--- src/rtl/baud_rate_generator_frac.sv ---
// baud_rate_generator_frac: fractional-divisor tx bit tick and oversampled rx tick
// generator sharing one fixed-point divisor, with rx timebase realignment.
module baud_rate_generator_frac #(
  parameter int DIV_W    = 16,
  parameter int FRAC_W   = 4,
  parameter int OVS_LOG2 = 4
) (
  input  logic                clk_i,
  input  logic                rst_i,
  input  logic                en_i,
  input  logic                load_i,
  input  logic [DIV_W-1:0]    baud_div_i,
  input  logic [FRAC_W-1:0]   baud_frac_i,
  input  logic                rx_sync_i,
  output logic                tx_tick_o,
  output logic                rx_tick_o,
  output logic [OVS_LOG2-1:0] rx_phase_o,
  output logic                rx_sample_o,
  output logic                cfg_err_o
);
  localparam int D_W  = DIV_W + FRAC_W;
  localparam int RF_W = FRAC_W + OVS_LOG2;
  localparam int RI_W = DIV_W - OVS_LOG2;
  localparam int OVS  = 1 << OVS_LOG2;

  logic [DIV_W-1:0]    div_q, div_d;
  logic [FRAC_W-1:0]   frac_q, frac_d;
  logic                cfg_err_q, cfg_err_d;
  logic [DIV_W-1:0]    tx_cnt_q, tx_cnt_d;
  logic [FRAC_W-1:0]   tx_acc_q, tx_acc_d;
  logic                tx_c_q, tx_c_d, tx_tick_q, tx_tick_d;
  logic [RI_W-1:0]     rx_cnt_q, rx_cnt_d;
  logic [RF_W-1:0]     rx_acc_q, rx_acc_d;
  logic                rx_c_q, rx_c_d, rx_tick_q, rx_tick_d, rx_sample_q, rx_sample_d;
  logic [OVS_LOG2-1:0] rx_phase_q, rx_phase_d, phase_inc;
  logic [D_W-1:0]      d_w;
  logic [RI_W-1:0]     rx_int;
  logic [RF_W-1:0]     rx_frac;
  logic [DIV_W:0]      tx_nxt;
  logic [RI_W:0]       rx_nxt;
  logic [FRAC_W:0]     tx_sum;
  logic [RF_W:0]       rx_sum;
  logic                tx_term, rx_term, cfg_bad;

  assign d_w       = {div_q, frac_q};
  assign rx_int    = d_w[D_W-1:RF_W];
  assign rx_frac   = d_w[RF_W-1:0];
  assign tx_nxt    = {1'b0, tx_cnt_q} + {{DIV_W{1'b0}}, 1'b1};
  assign rx_nxt    = {1'b0, rx_cnt_q} + {{RI_W{1'b0}}, 1'b1};
  // terminal count when cnt+1 == I+c, compared one bit wider so I+c never wraps
  assign tx_term   = tx_nxt == {1'b0, div_q} + {{DIV_W{1'b0}}, tx_c_q};
  assign rx_term   = rx_nxt == {1'b0, rx_int} + {{RI_W{1'b0}}, rx_c_q};
  assign tx_sum    = {1'b0, tx_acc_q} + {1'b0, frac_q};
  assign rx_sum    = {1'b0, rx_acc_q} + {1'b0, rx_frac};
  assign phase_inc = rx_phase_q + OVS_LOG2'(1);
  assign cfg_bad   = baud_div_i < DIV_W'(OVS);

  always_comb begin
    div_d       = div_q;
    frac_d      = frac_q;
    cfg_err_d   = cfg_err_q;
    tx_cnt_d    = tx_cnt_q;
    tx_acc_d    = tx_acc_q;
    tx_c_d      = tx_c_q;
    rx_cnt_d    = rx_cnt_q;
    rx_acc_d    = rx_acc_q;
    rx_c_d      = rx_c_q;
    rx_phase_d  = rx_phase_q;
    tx_tick_d   = 1'b0;
    rx_tick_d   = 1'b0;
    rx_sample_d = 1'b0;
    if (load_i) begin
      div_d      = baud_div_i;
      frac_d     = baud_frac_i;
      cfg_err_d  = cfg_bad;
      tx_cnt_d   = '0;
      tx_acc_d   = '0;
      tx_c_d     = 1'b0;
      rx_cnt_d   = '0;
      rx_acc_d   = '0;
      rx_c_d     = 1'b0;
      rx_phase_d = '0;
    end else if (!cfg_err_q) begin
      if (en_i) begin
        tx_cnt_d           = tx_term ? '0 : tx_nxt[DIV_W-1:0];
        {tx_c_d, tx_acc_d} = tx_term ? tx_sum : {tx_c_q, tx_acc_q};
        tx_tick_d          = tx_term;
      end
      if (rx_sync_i) begin
        rx_cnt_d   = '0;
        rx_acc_d   = '0;
        rx_c_d     = 1'b0;
        rx_phase_d = '0;
      end else if (en_i) begin
        rx_cnt_d           = rx_term ? '0 : rx_nxt[RI_W-1:0];
        {rx_c_d, rx_acc_d} = rx_term ? rx_sum : {rx_c_q, rx_acc_q};
        rx_phase_d         = rx_term ? phase_inc : rx_phase_q;
        rx_tick_d          = rx_term;
        rx_sample_d        = rx_term && (phase_inc == OVS_LOG2'(OVS / 2));
      end
    end
  end

  always_ff @(posedge clk_i) begin
    if (rst_i) begin
      div_q       <= baud_div_i;
      frac_q      <= baud_frac_i;
      cfg_err_q   <= cfg_bad;
      tx_cnt_q    <= '0;
      tx_acc_q    <= '0;
      tx_c_q      <= 1'b0;
      rx_cnt_q    <= '0;
      rx_acc_q    <= '0;
      rx_c_q      <= 1'b0;
      rx_phase_q  <= '0;
      tx_tick_q   <= 1'b0;
      rx_tick_q   <= 1'b0;
      rx_sample_q <= 1'b0;
    end else begin
      div_q       <= div_d;
      frac_q      <= frac_d;
      cfg_err_q   <= cfg_err_d;
      tx_cnt_q    <= tx_cnt_d;
      tx_acc_q    <= tx_acc_d;
      tx_c_q      <= tx_c_d;
      rx_cnt_q    <= rx_cnt_d;
      rx_acc_q    <= rx_acc_d;
      rx_c_q      <= rx_c_d;
      rx_phase_q  <= rx_phase_d;
      tx_tick_q   <= tx_tick_d;
      rx_tick_q   <= rx_tick_d;
      rx_sample_q <= rx_sample_d;
    end
  end

  assign tx_tick_o   = tx_tick_q;
  assign rx_tick_o   = rx_tick_q;
  assign rx_phase_o  = rx_phase_q;
  assign rx_sample_o = rx_sample_q;
  assign cfg_err_o   = cfg_err_q;
endmodule

--- config.mk ---
export PLATFORM = sky130hd
export DESIGN_NAME = baud_rate_generator_frac
export DESIGN_NICKNAME = d
export VERILOG_FILES = /design/src/rtl/baud_rate_generator_frac.sv
export SDC_FILE = /design/constraint.sdc
export NUM_CORES = 1
export LEC_CHECK = 0
export ABC_AREA = 1
export CORE_MARGIN = 3
export CORE_UTILIZATION = 65
export DETAILED_ROUTE_END_ITERATION = 8
export PLACE_DENSITY_LB_ADDON = 0.15
export SETUP_SLACK_MARGIN = 0.5
export SLEW_MARGIN = 10
export SYNTH_ARGS = -nofsm -noshare
export SYNTH_HDL_FRONTEND = slang
export SYNTH_SLANG_ARGS = --single-unit
--- constraint.sdc ---
create_clock -name clk_i -period 4.8 [get_ports clk_i]
set_clock_uncertainty 0.1 [all_clocks]
set_input_delay 0.72 -clock clk_i [delete_from_list [all_inputs] [get_ports clk_i]]
set_output_delay 0.72 -clock clk_i [all_outputs]
set_load 0.01 [all_outputs]
== Yosys cells after proc, flatten, opt, wreduce, memory -nomap -nowiden ==
Index checks and enable logic that the tools add are counted.
Word-level totals
  bits of input ports: 25
  logic and storage cells: 55
  register bits after elaboration: 70
Cells by class
  order comparisons: 1
  mux-type cells: 18
  bitwise operators: 2
  equal/unequal tests: 3
  reductions and logical operators: 11
  $add $sub $neg: 7
Operators with widths (count)
  $mux W16: 3
  $mux W12: 3
  $mux W4: 5
  $add A16 B1 Y17: 1
  $add A16 B1 Y17 const B: 1
  $eq A17 B17 Y1: 1
  $lt A16 B5 Y1 const B: 1
  $mux W8: 2
  $add A12 B1 Y13: 1
  $add A12 B1 Y13 const B: 1
  $eq A13 B13 Y1: 1
  $add A8 B8 Y9: 1
  $mux W9: 1
  $reduce_and A3 Y1: 2
  $reduce_bool A2 Y1: 3
  $add A4 B4 Y5: 1
  $reduce_or A5 Y1: 1
  $add A4 B1 Y4 const B: 1
  $eq A4 B4 Y1 const B: 1
  $mux W1: 4
  $reduce_and A2 Y1: 2
  $reduce_or A4 Y1: 1
  $not A1 Y1: 2
  $reduce_or A2 Y1: 1
  $logic_and A1 B1 Y1: 1

== Longest topological paths before layout ==
Gate-level depths: netlist of the first run.
  word-level depth: 5
  mapped depth: 19
  gate-level depth less buffers: 18

== Worst setup path after synthesis of the first run ==
No wires, ideal clock.
  kind: register -> register
  from: register div_q[0]
  to: register tx_cnt_q[2]
  arrival time: 2.075 ns
  library setup time: 0.173 ns
  path slack: 2.452 ns
  period minus slack after synthesis: 2.348 ns
  cell stages (with the launch flop): 17
  cells stage by stage: edfxtp_1 > ha_1 > ha_1 > nand2_1 > nor2_1 > nand2_1 > nor2_2 > xor2_1 > nand2_1 > nand2_1 > nor2_1 > nand2_1 > nor2_2 > nand2_2 > buf_6 > nand2_1 > a21oi_1
On the way
  longest elaborated chain between the ends: 3
Ends and longest elaborated chain
  from (decl): RTL line 26  | logic [DIV_W-1:0] div_q, div_d;
  from (signal assigned): RTL line 106  | div_q <= baud_div_i;
  from (signal assigned): RTL line 120  | div_q <= div_d;
  $add A16 B1 Y17: RTL line 51  | assign tx_term = tx_nxt == {1'b0, div_q} + {{DIV_W{1'b0}}, tx_c_q};
  $eq A17 B17 Y1: RTL line 51
  $mux W16: RTL line 85  | tx_cnt_d = tx_term ? '0 : tx_nxt[DIV_W-1:0];
  to (signal assigned): RTL line 123  | tx_cnt_q <= tx_cnt_d;
  to (decl): RTL line 29  | logic [DIV_W-1:0] tx_cnt_q, tx_cnt_d;
No other way between the ends.
A chain may end at the register's enable or synchronous reset.

== Final worst setup path of the first run ==
  from: register div_q[0]
  to: register tx_c_q
On the way
  longest elaborated chain between the ends: 3
Ends and longest elaborated chain
  $add A16 B1 Y17: RTL line 51
  $eq A17 B17 Y1: RTL line 51
  $reduce_and A3 Y1 (no source line)
  to (signal assigned): RTL line 125  | tx_c_q <= tx_c_d;
  to (decl): RTL line 31  | logic tx_c_q, tx_c_d, tx_tick_q, tx_tick_d;
No other way between the ends.

==> reports/qor.yml, run 1 <==
critical_path:
  cp_data_arrival_time_ns: 3.03
  regToRegStartpoint: "div_q[0]"
  reg2reg_slack_ns: 1.92
  reg2reg_to: "tx_c_q"
  critical_path_class: "flop to flop"
  reg2reg_depth: 15
  path_max_fanout: 6
  startpoint_type: "flop"
  required_ns: 4.95
  critPathCaptureType: "flop"
floorplanning:
  die-area_sq_um: 9160
  row_count: 32
  core_area_sq_um: 7770
  die_x_microns: 95.7
  dieHeight_microns: 95.7
  ios: 33
  initial_core_util_pct: 67.3
finish:
  post-route-util_pct: 74.7
  area_delta_synth_final_pct: 10.9
  nets: 903
  drive_gt1_share_pct: 6.63
  diodes: 0
  nFillCells: 663
synthesis:
  synth.cell_area_sq_um: 5230
  ys_top_cells_by_area: "nand2_1 (22%), dfxtp_1 (19%), edfxtp_1 (12%), nand3_1 (6.8%), nor2_1 (6.2%)"
  synthSimpleGateAreaFrac_pct: 42.6
  synth_seq_cells: 70
  synth_cells: 826
  syn_avg_cell_area_sq_um: 6.33
  ys_warn_count: 0
  yosys.area_share.adder_pct: 5.79
  synth_nets: 874
  async_reset_ff_share_pct: 0
  synth_edf_count: 21
  synth_most_common_cell: "nand2_1"
  post_synth_xor_area_fraction_pct: 5.19
  synth_cell_types: 31
  synth_compound_area_share_pct: 7.37
  synthMuxAreaShare_pct: 0
  yosysTopAreaCellShare_pct: 21.5
  yosys-top-cells-count: "nand2_1 (300), nor2_1 (86), inv_1 (81)"
  synth_top_family_by_area: "simple AND/OR/NAND/NOR gates"
  synth.largest_area_cell: "nand2_1"
  seq_area_frac_synth_pct: 30.8
  synthFlopType: "dfxtp_1"
clock_tree:
  cts_setup_buffers: 0
  clkTransAtPathRegs_ns: 0.08
  numCtsBuffers: 9
  cts-hold-fix-buffers: 0
  clk_root_buffer_cell: "clkbuf_8"
  cts_resized: 0
  clk_path_buf_depth: 2
  cts_tree: "yes"
  clk-insertion-delay-late_ns: 0.35
  clock_sinks: 70
  h-tree-depth: 3
timing:
  max_freq_mhz: 347
  rsz0062_at_grt: "no"
  setup_viol: 0
  max-slew-margin-rel_pct: 59.8
  fin_crit_sh_pct: 60.0
  maxSlewViolCount: 0
  finalHoldViolations: 0
  finalCriticalPeriod_ns: 2.88
  fin_setup_tns_ns: 0
  hold_slack_ns: 0.386
  worstMarginPinSlew_ns: 0.603
power_and_ir_drop:
  peakVddDrop_mv: 0.148
  p_seq_share_pct: 50.4
  p_sw_w: 0.000407
  swShare_pct: 31.2
  leakage_nw: 2.57
  power.internal_w: 0.000899
  clock_power_share_pct: 34.1
  powerDensity_nw_per_um2: 225
  combPwrFrac_pct: 15.4
routing:
  drc: 0
  wire_per_inst_microns: 13.8
  postRouteWirelength_microns: 13300
  dr.pass1.iters: 7
  vias: 5352
  drt_iter0_markers: 376
  via_per_inst: 5.56
  ant_nets: 0
worst_hold_path:
  hp-start: "rx_cnt_q[4]"
  hold_end: "rx_cnt_q[4]"
  hold_path_class: "flop to flop"
  whs_path_depth: 2
job:
  maxCapViolCount: 0
global_route:
  grt_max_degree: 48
  grt_pass1_wl_microns: 22300
  antenna_found_initial: 0
  grt_pass1_vias: 5010
  grt.total_usage_pct: 30.7
  grt_remaining_overflow: 0
status:
  outcome: "finished, final reports clean"
placement:
  dp.final_hpwl_microns: 9870
  globalplace.congestion: 0.972
  io_buffers: 32
worst max path at each step:
stage | from | endpoint | cells after the start
after floorplan | div_q[0] | tx_cnt_q[2] | 16
after detailed placement | div_q[4] | rx_phase_o[3] | 16
after CTS | div_q[0] | tx_c_q | 15
after global routing | div_q[4] | rx_phase_o[0] | 17
final | div_q[0] | tx_c_q | 15
after global placement | div_q[4] | rx_phase_o[0] | 16
critical path: stages, from the launching register on:
cell and delay (ns):
edfxtp_1 0.41, ha_1 0.23, ha_1 0.22, nand2_1 0.15, nor2_1 0.16, nand2_1 0.16, nor2_2 0.21, xor2_1 0.10
nand2_1 0.10, nand2_1 0.06, nor2_1 0.13, nand2_1 0.09, nor2_2 0.11, nand3_1 0.30, nand3_1 0.20, nand2_1 0.07
logic make-up after synthesis:
logic type / count (synthesis)
xor+xnor: 31
fa+ha+maj: 23
compound gates: 73
buf+inv: 109
simple gates: 520
flops: 70
sequential cells by signal (all words and copies together) (netlist names):
signal	cells
tx_c_q	1
rx_c_q	1
frac_q	4
rx_cnt_q	12
div_q	16
rx_phase_o	4
tx_cnt_q	16
tx_tick_o	1
tx_acc_q	4
rx_acc_q	8
rx_tick_o	1
rx_sample_o	1
cfg_err_o	1
power groups by stage:
stage | combinational [W] | sequential [W] | clock (W)
final | 0.000202 | 0.000659 | 0.000446
after global routing | 0.000227 | 0.000662 | 0.000478
after CTS | 0.000199 | 0.000658 | 0.000453
after detailed placement | 0.000197 | 0.000671 | 0
after global placement | 0.000189 | 0.000671 | 0
after floorplan | 0.000140 | 0.000662 | 0
per-stage QoR:
| stage | total power [W] | instances | area [sq um] | setup WS (ns) |
|---|---|---|---|---|
| floorplan | 0.000802 | 826 | 5230 | 2.45 |
| global placement | 0.000861 | 946 | 5620 | 2.09 |
| detailed placement | 0.000868 | 946 | 5620 | 1.97 |
| CTS | 0.00131 | 962 | 5800 | 1.94 |
| global route | 0.00137 | 962 | 5800 | 1.60 |
| finish | 0.00131 | 962 | 5800 | 1.92 |
layer usage:
metal,share of wire [%],global-route usage [%],vias to the layer above
li1,-,-,2710
met1,43,38.4,2423
met2,48,52.2,197
met3,6.6,5.63,22
met4,2.2,12.0,0
met5,0,0,-
final cells by class:
type	instances	area (sq um)	area share, %
Tap cell	102	128	2.20
Clock inverter	7	53.8	0.928
Timing Repair Buffer	36	350	6.04
Multi-Input combinational cell	647	3190	55.0
Inverter	91	342	5.89
Clock buffer	9	124	2.14
Sequential cell	70	1610	27.8
placed cells by master, fill, tap and decap left out, types with 6 or more instances in the layout:
| cell type | synthesis | layout |
|---|---|---|
| o21ai_1 | 13 | 13 |
| o21ai_0 | 17 | 17 |
| dfxtp_1 | 49 | 49 |
| clkdlybuf4s50_1 | 0 | 32 |
| inv_1 | 81 | 81 |
| xnor2_1 | 10 | 10 |
| ha_1 | 21 | 21 |
| edfxtp_1 | 21 | 21 |
| nand4_1 | 24 | 24 |
| nor2_2 | 11 | 12 |
| clkbuf_8 | 0 | 9 |
| nand2_1 | 300 | 300 |
| nand3_1 | 71 | 71 |
| nand2_2 | 7 | 7 |
| nor2_1 | 86 | 85 |
| a21oi_1 | 35 | 35 |
| xor2_1 | 21 | 21 |
| inv_2 | 6 | 6 |
(Power assumes the default switching activity.)
==> run 2, diff against run 1 <==
--- a/config.mk
+++ b/config.mk
@@ -7,7 +7,7 @@
 export LEC_CHECK = 0
 export ABC_AREA = 1
 export CORE_MARGIN = 3
-export CORE_UTILIZATION = 65
+export CORE_UTILIZATION = 55
 export DETAILED_ROUTE_END_ITERATION = 8
 export PLACE_DENSITY_LB_ADDON = 0.15
 export SETUP_SLACK_MARGIN = 0.5
==> constraint.sdc (replaced) <==
create_clock -name clk_i -period 2.4 [get_ports clk_i]
set_clock_uncertainty 0.1 [all_clocks]
set_input_delay 0.36 -clock clk_i [delete_from_list [all_inputs] [get_ports clk_i]]
set_output_delay 0.36 -clock clk_i [all_outputs]
set_load 0.01 [all_outputs]
==> run 2 against run 1 <==
  * Sequential share of layout area is 4.5 points lower
  * Routed wire length is 23% higher
  * Clock-buffer cell count grew 1
  * Register-to-register slack lost 2.1 ns
  * Critical path type unchanged
  * Critical path depth rose by 2
  * Die area increased by 17%
  * Design area grew 20%
  * Global-route usage fell by 2.6 points
  * Combinational power increased to 2.8 times the previous value
  * Clock power is 150% higher
  * Sequential cell count unchanged
  * The flow now finishes with violations (setup timing)
  * Highest routed layer unchanged
  * Non-clock buffer count rose by 52
==> reports/qor.yml, run 2 (synthesis results as in run 1) <==
critical_path:
  path_max_fanout: 6
  reg2reg_slack_ns: -0.14
  startpoint_type: "flop"
  regToRegStartpoint: "div_q[4]"
  crit_top_cell: "nand2_2"
  cp_data_arrival_time_ns: 2.74
  reg2reg_depth: 17
  critical_path_class: "flop to flop"
  critPathCaptureType: "flop"
  slowest_delay_ns: 0.44
  required_ns: 2.61
  cp_slowest_cell: "edfxtp_1"
  cp.depth: 17
  critPathTopFamily: "simple AND/OR/NAND/NOR gates"
  reg2reg_to: "rx_phase_o[0]"
  crit_buf_inv: 2
  critical_path.cell_chain: "ha_4 > ha_4 > inv_4 > nand2_2 > nand2_2 > inv_1 > nand2_1 > nand3_1 > nor2_1 > nand3_1 > nor2_2 > nand3_4 > nand2_8 > nand2_8 > nand2_2 > nand2_1 > nor2_1"
  critical_path.startpoint: "div_q[4]"
  endpoint: "rx_phase_o[0]"
power_and_ir_drop:
  swShare_pct: 31.4
  powerDensity_nw_per_um2: 427
  p_total_w: 0.00298
  combPwrFrac_pct: 19.0
  peakVddDrop_mv: 0.333
  clock_power_share_pct: 36.9
  p_seq_share_pct: 44.1
  p_sw_w: 0.000936
  leakage_nw: 3.01
  power.internal_w: 0.00204
floorplanning:
  dieHeight_microns: 104
  die-area_sq_um: 10700
  ios: 33
  core_area_sq_um: 8980
  initial_core_util_pct: 58.3
  row_count: 34
  die_x_microns: 104
finish:
  mostFrequentLayoutCell: "nand2_1"
  drive_gt1_share_pct: 24.7
  nets: 959
  area_delta_synth_final_pct: 33.2
  layout_common_cells: "nand2_1 (261), inv_1 (78), nor2_1 (74), nand3_1 (54), buf_4 (50)"
  reg_top3: "div_q: 16 flops, tx_cnt_q: 16 flops, rx_cnt_q: 12 flops"
  diodes: 0
  final_area_sq_um: 6960
routing:
  via_per_inst: 5.66
  drc: 0
  wire_per_inst_microns: 15.7
  dr.pass1.iters: 5
  drt_iter0_markers: 385
  postRouteWirelength_microns: 16300
  ant_nets: 0
  vias: 5894
clock_tree:
  numCtsBuffers: 9
  cts-hold-fix-buffers: 0
  clkTransAtPathRegs_ns: 0.09
  clk-insertion-delay-late_ns: 0.37
  clk_path_buf_depth: 2
  clk_root_buffer_cell: "clkbuf_8"
  h-tree-depth: 3
  clock_sinks: 70
  cts_tree: "yes"
timing:
  setup_viol: 46
  fin_crit_sh_pct: 106
  rsz0062_at_grt: "yes"
  fin_ws_ns: -0.137
  finalCriticalPeriod_ns: 2.54
  hold_slack_ns: 0.385
  worstMarginPinSlew_ns: 0.870
  finalHoldViolations: 0
  max-slew-margin-rel_pct: 41.9
  max_freq_mhz: 394
  maxSlewViolCount: 0
global_route:
  grt_pass1_vias: 5501
  top_usage_layer: "met2"
  grt.total_usage_pct: 28.1
  grt_pass1_wl_microns: 25300
  met1_usage_pct: 33.6
  met3_usage_pct: 4.48
  grt_max_degree: 48
  grt_remaining_overflow: 0
  antenna_found_initial: 0
  use_met2_pct: 50.2
status:
  failed_checks: "setup timing"
  outcome: "complete, but fails checks"
placement:
  globalplace.congestion: 0.923
  dp.final_hpwl_microns: 10600
  io_buffers: 32
  placed_area_sq_um: 5980
job:
  maxCapViolCount: 0
worst_hold_path:
  hold_path_class: "flop to flop"
==> run 2: cell count changes in the layout (fill, tap and decap cells not counted), moves of 13 or more <==
cell     before  now
buf_4         4   50
a21oi_2       0   13
nand3_1      71   54
nand2_2       7   40
nand2_1     300  261
a21oi_1      35   22
==> run 2: area by class of cell <==
cell class	count	area (sq um)
fillers	614	2010
clock inverters	6	76.3
clock buffers	10	149
well taps	126	158
inverters	91	347
flip-flops and latches	70	1620
repair buffers	88	785
multi-input cells	651	3830
==> run 2: how the worst min path moves through the flow <==
stage,from,endpoint,depth (start not counted)
after floorplan,rx_acc_q[2],rx_acc_q[2],2
after global placement,tx_acc_q[2],tx_acc_q[2],2
after detailed placement,rx_cnt_q[4],rx_cnt_q[4],2
after CTS,rx_acc_q[7],rx_acc_q[7],2
after global routing,rx_c_q,rx_c_q,2
final,rx_cnt_q[8],rx_cnt_q[8],2
==> run 2: metal layers <==
| metal | vias to the layer above | wire length (microns) |
|---|---|---|
| li1 | 2826 | - |
| met1 | 2750 | 6620 |
| met2 | 248 | 8030 |
| met3 | 70 | 1010 |
| met4 | 0 | 684 |
| met5 | - | 0 |
==> run 2: timing repair <==
item,in CTS,in global routing
pin swaps,20,49
resized for setup,56,92
setup endpoints to repair,49,51
setup buffers,4,13
gates cloned,5,0
==> run 2: power by group through the flow <==
stage / clock (W) / combinational, W / sequential (W)
after floorplan: 0 / 0.000283 / 0.00133
after global placement: 0 / 0.000436 / 0.00133
after detailed placement: 0 / 0.000450 / 0.00133
after CTS: 0.00111 / 0.000502 / 0.00131
after global routing: 0.00115 / 0.000617 / 0.00132
final: 0.00110 / 0.000566 / 0.00131
==> run 2: tightest hold or removal path: cells and delay by family, from the launching register on <==
| family | cells | cell delay [ns] |
|---|---|---|
| compound gates | 1 | 0.05 |
| simple gates | 1 | 0.06 |
| flops | 1 | 0.33 |
==> run 2: per-stage QoR <==
stage	util [%]	setup TNS [ns]	instances	setup WS, ns
3_5_place_dp	66.7	-4.64	1004	-0.214
6_report	77.6	-3.21	1042	-0.137
4_1_cts	73.0	-0.458	1029	-0.0323
3_3_place_gp	66.7	-3.31	1004	-0.168
2_1_floorplan	-	0	826	0.182
5_1_grt	77.6	-8.21	1042	-0.262
==> run 3, diff against run 2 <==
==> constraint.sdc (replaced) <==
create_clock -name clk_i -period 3.2 [get_ports clk_i]
set_clock_uncertainty 0.1 [all_clocks]
set_input_delay 0.48 -clock clk_i [delete_from_list [all_inputs] [get_ports clk_i]]
set_output_delay 0.48 -clock clk_i [all_outputs]
set_load 0.01 [all_outputs]
==> run 3 against run 2 <==
  * The flow now finishes without violations
  * Worst setup slack better by 0.73 ns
  * Cell count is 5.0% lower
  * Utilization is 11 points lower
  * Sequential power is 25% lower
  * Clock-buffer cell count is 2 higher
  * Critical path depth is 1 lower
  * Sequential cell count stayed put
  * Largest cell class unchanged
  * Largest power group unchanged
  * Highest routed layer unchanged
==> reports/qor.yml, run 3 (synthesis results as in run 1) <==
status:
  outcome: "finished, final reports clean"
timing:
  rsz0062_at_grt: "yes"
  finalHoldViolations: 0
  maxSlewViolCount: 0
  setup_viol: 0
  fin_crit_sh_pct: 81.6
  fin_setup_tns_ns: 0
  finalCriticalPeriod_ns: 2.61
  max-slew-margin-rel_pct: 62.1
  max_freq_mhz: 383
  worstMarginPinSlew_ns: 0.569
power_and_ir_drop:
  power.internal_w: 0.00151
  powerDensity_nw_per_um2: 349
  swShare_pct: 27.9
  clock_power_share_pct: 38.1
  p_seq_share_pct: 47.1
  p_sw_w: 0.000587
  combPwrFrac_pct: 14.8
  leakage_nw: 2.63
  peakVddDrop_mv: 0.275
clock_tree:
  clock_sinks: 70
  cts_tree: "yes"
  clk_path_buf_depth: 2
  numCtsBuffers: 9
  clk-insertion-delay-late_ns: 0.37
  clk_root_buffer_cell: "clkbuf_8"
  h-tree-depth: 3
  cts-hold-fix-buffers: 0
  clkTransAtPathRegs_ns: 0.08
finish:
  area_delta_synth_final_pct: 15.1
  final_area_sq_um: 6020
  diodes: 0
  drive_gt1_share_pct: 8.80
  layout_common_cells: "nand2_1 (298), inv_1 (81), nor2_1 (80), nand3_1 (68), dfxtp_1 (48)"
  mostFrequentLayoutCell: "nand2_1"
  reg_top3: "div_q: 16 flops, tx_cnt_q: 16 flops, rx_cnt_q: 12 flops"
  nets: 907
routing:
  postRouteWirelength_microns: 13100
  drt_iter0_markers: 290
  ant_nets: 0
  drc: 0
  via_per_inst: 5.37
  wire_per_inst_microns: 13.2
  vias: 5317
  dr.pass1.iters: 5
floorplanning:
  ios: 33
  row_count: 34
  initial_core_util_pct: 58.3
  dieHeight_microns: 104
  die_x_microns: 104
  die-area_sq_um: 10700
  core_area_sq_um: 8980
critical_path:
  reg2reg_depth: 16
  critPathCaptureType: "flop"
  reg2reg_slack_ns: 0.59
  critical_path_class: "flop to flop"
  required_ns: 3.32
  startpoint_type: "flop"
  cp_data_arrival_time_ns: 2.73
  regToRegStartpoint: "div_q[0]"
  reg2reg_to: "tx_cnt_q[10]"
  path_max_fanout: 7
worst_hold_path:
  whs_path_depth: 2
  hold_path_class: "flop to flop"
  hp-start: "tx_acc_q[0]"
  hold_end: "tx_acc_q[0]"
placement:
  dp.final_hpwl_microns: 9840
  placed_area_sq_um: 5670
  globalplace.congestion: 0.955
  io_buffers: 32
global_route:
  grt.total_usage_pct: 24.7
  grt_max_degree: 48
  grt_pass1_wl_microns: 22300
  grt_pass1_vias: 4975
  grt_remaining_overflow: 0
  antenna_found_initial: 0
job:
  maxCapViolCount: 0
## run 3: cell type report
class | count | area (sq um)
fill | 812 | 2960
sequential | 70 | 1610
tap | 126 | 158
multi-input combinational | 648 | 3310
inverter | 91 | 342
timing repair buffer | 39 | 373
clock inverter | 4 | 50.0
clock buffer | 12 | 176
## run 3: power by group through the flow
stage | Sequential [W] | Combinational, W | Clock [W]
after CTS | 0.000988 | 0.000297 | 0.000816
final | 0.000989 | 0.000310 | 0.000800
after floorplan | 0.000993 | 0.000210 | 0
after global placement | 0.00101 | 0.000286 | 0
after detailed placement | 0.00101 | 0.000294 | 0
after global routing | 0.000994 | 0.000350 | 0.000853
## run 3: what timing repair did
item                       CTS  global route
cloned                       0             1
hold endpoints to repair     0             0
pin swaps                    0             4
gates resized for setup      5            23
setup endpoints to repair   21            36
setup buffers                0             1
## run 3: per-stage QoR
step / util [%] / power (W) / std cells / hold WS [ns] / setup slack (ns)
after global routing: 67.0 / 0.00220 / 990 / 0.397 / 0.424
after floorplan: - / 0.00120 / 826 / 0.347 / 0.852
after CTS: 65.8 / 0.00210 / 988 / 0.381 / 0.500
after detailed placement: 63.1 / 0.00130 / 972 / 0.368 / 0.396
after global placement: 63.1 / 0.00129 / 972 / 0.360 / 0.476
final: 67.0 / 0.00210 / 990 / 0.377 / 0.590
## run 3: worst max path at each step
stage               cells past startpoint     start           end
floorplan                              16  div_q[0]   tx_cnt_q[2]
global placement                       15  div_q[0]  tx_cnt_q[12]
detailed placement                     15  div_q[0]   tx_cnt_q[5]
CTS                                    15  div_q[0]   tx_cnt_q[2]
global route                           15    tx_c_q  tx_cnt_q[13]
finish                                 16  div_q[0]  tx_cnt_q[10]
## run 3: worst max-delay path, stage by stage, from the launching register on
cell,delay (ns)
edfxtp_1,0.45
ha_4,0.21
ha_1,0.20
nand2_2,0.12
nor2_2,0.06
nand3_1,0.11
clkinv_1,0.10
nand2_1,0.06
nand2_1,0.09
nand2_1,0.10
nand3_1,0.09
nor2_2,0.14
nand2_1,0.11
nor2_4,0.22
nand2_2,0.16
nand2_1,0.09
a21oi_1,0.06
## run 3: metal layers
metal,vias to the layer above,GRT usage [%],wire length (microns)
li1,2714,-,-
met1,2406,31.9,5830
met2,170,40.7,6130
met3,27,5.04,812
met4,0,9.59,338
met5,-,0,0
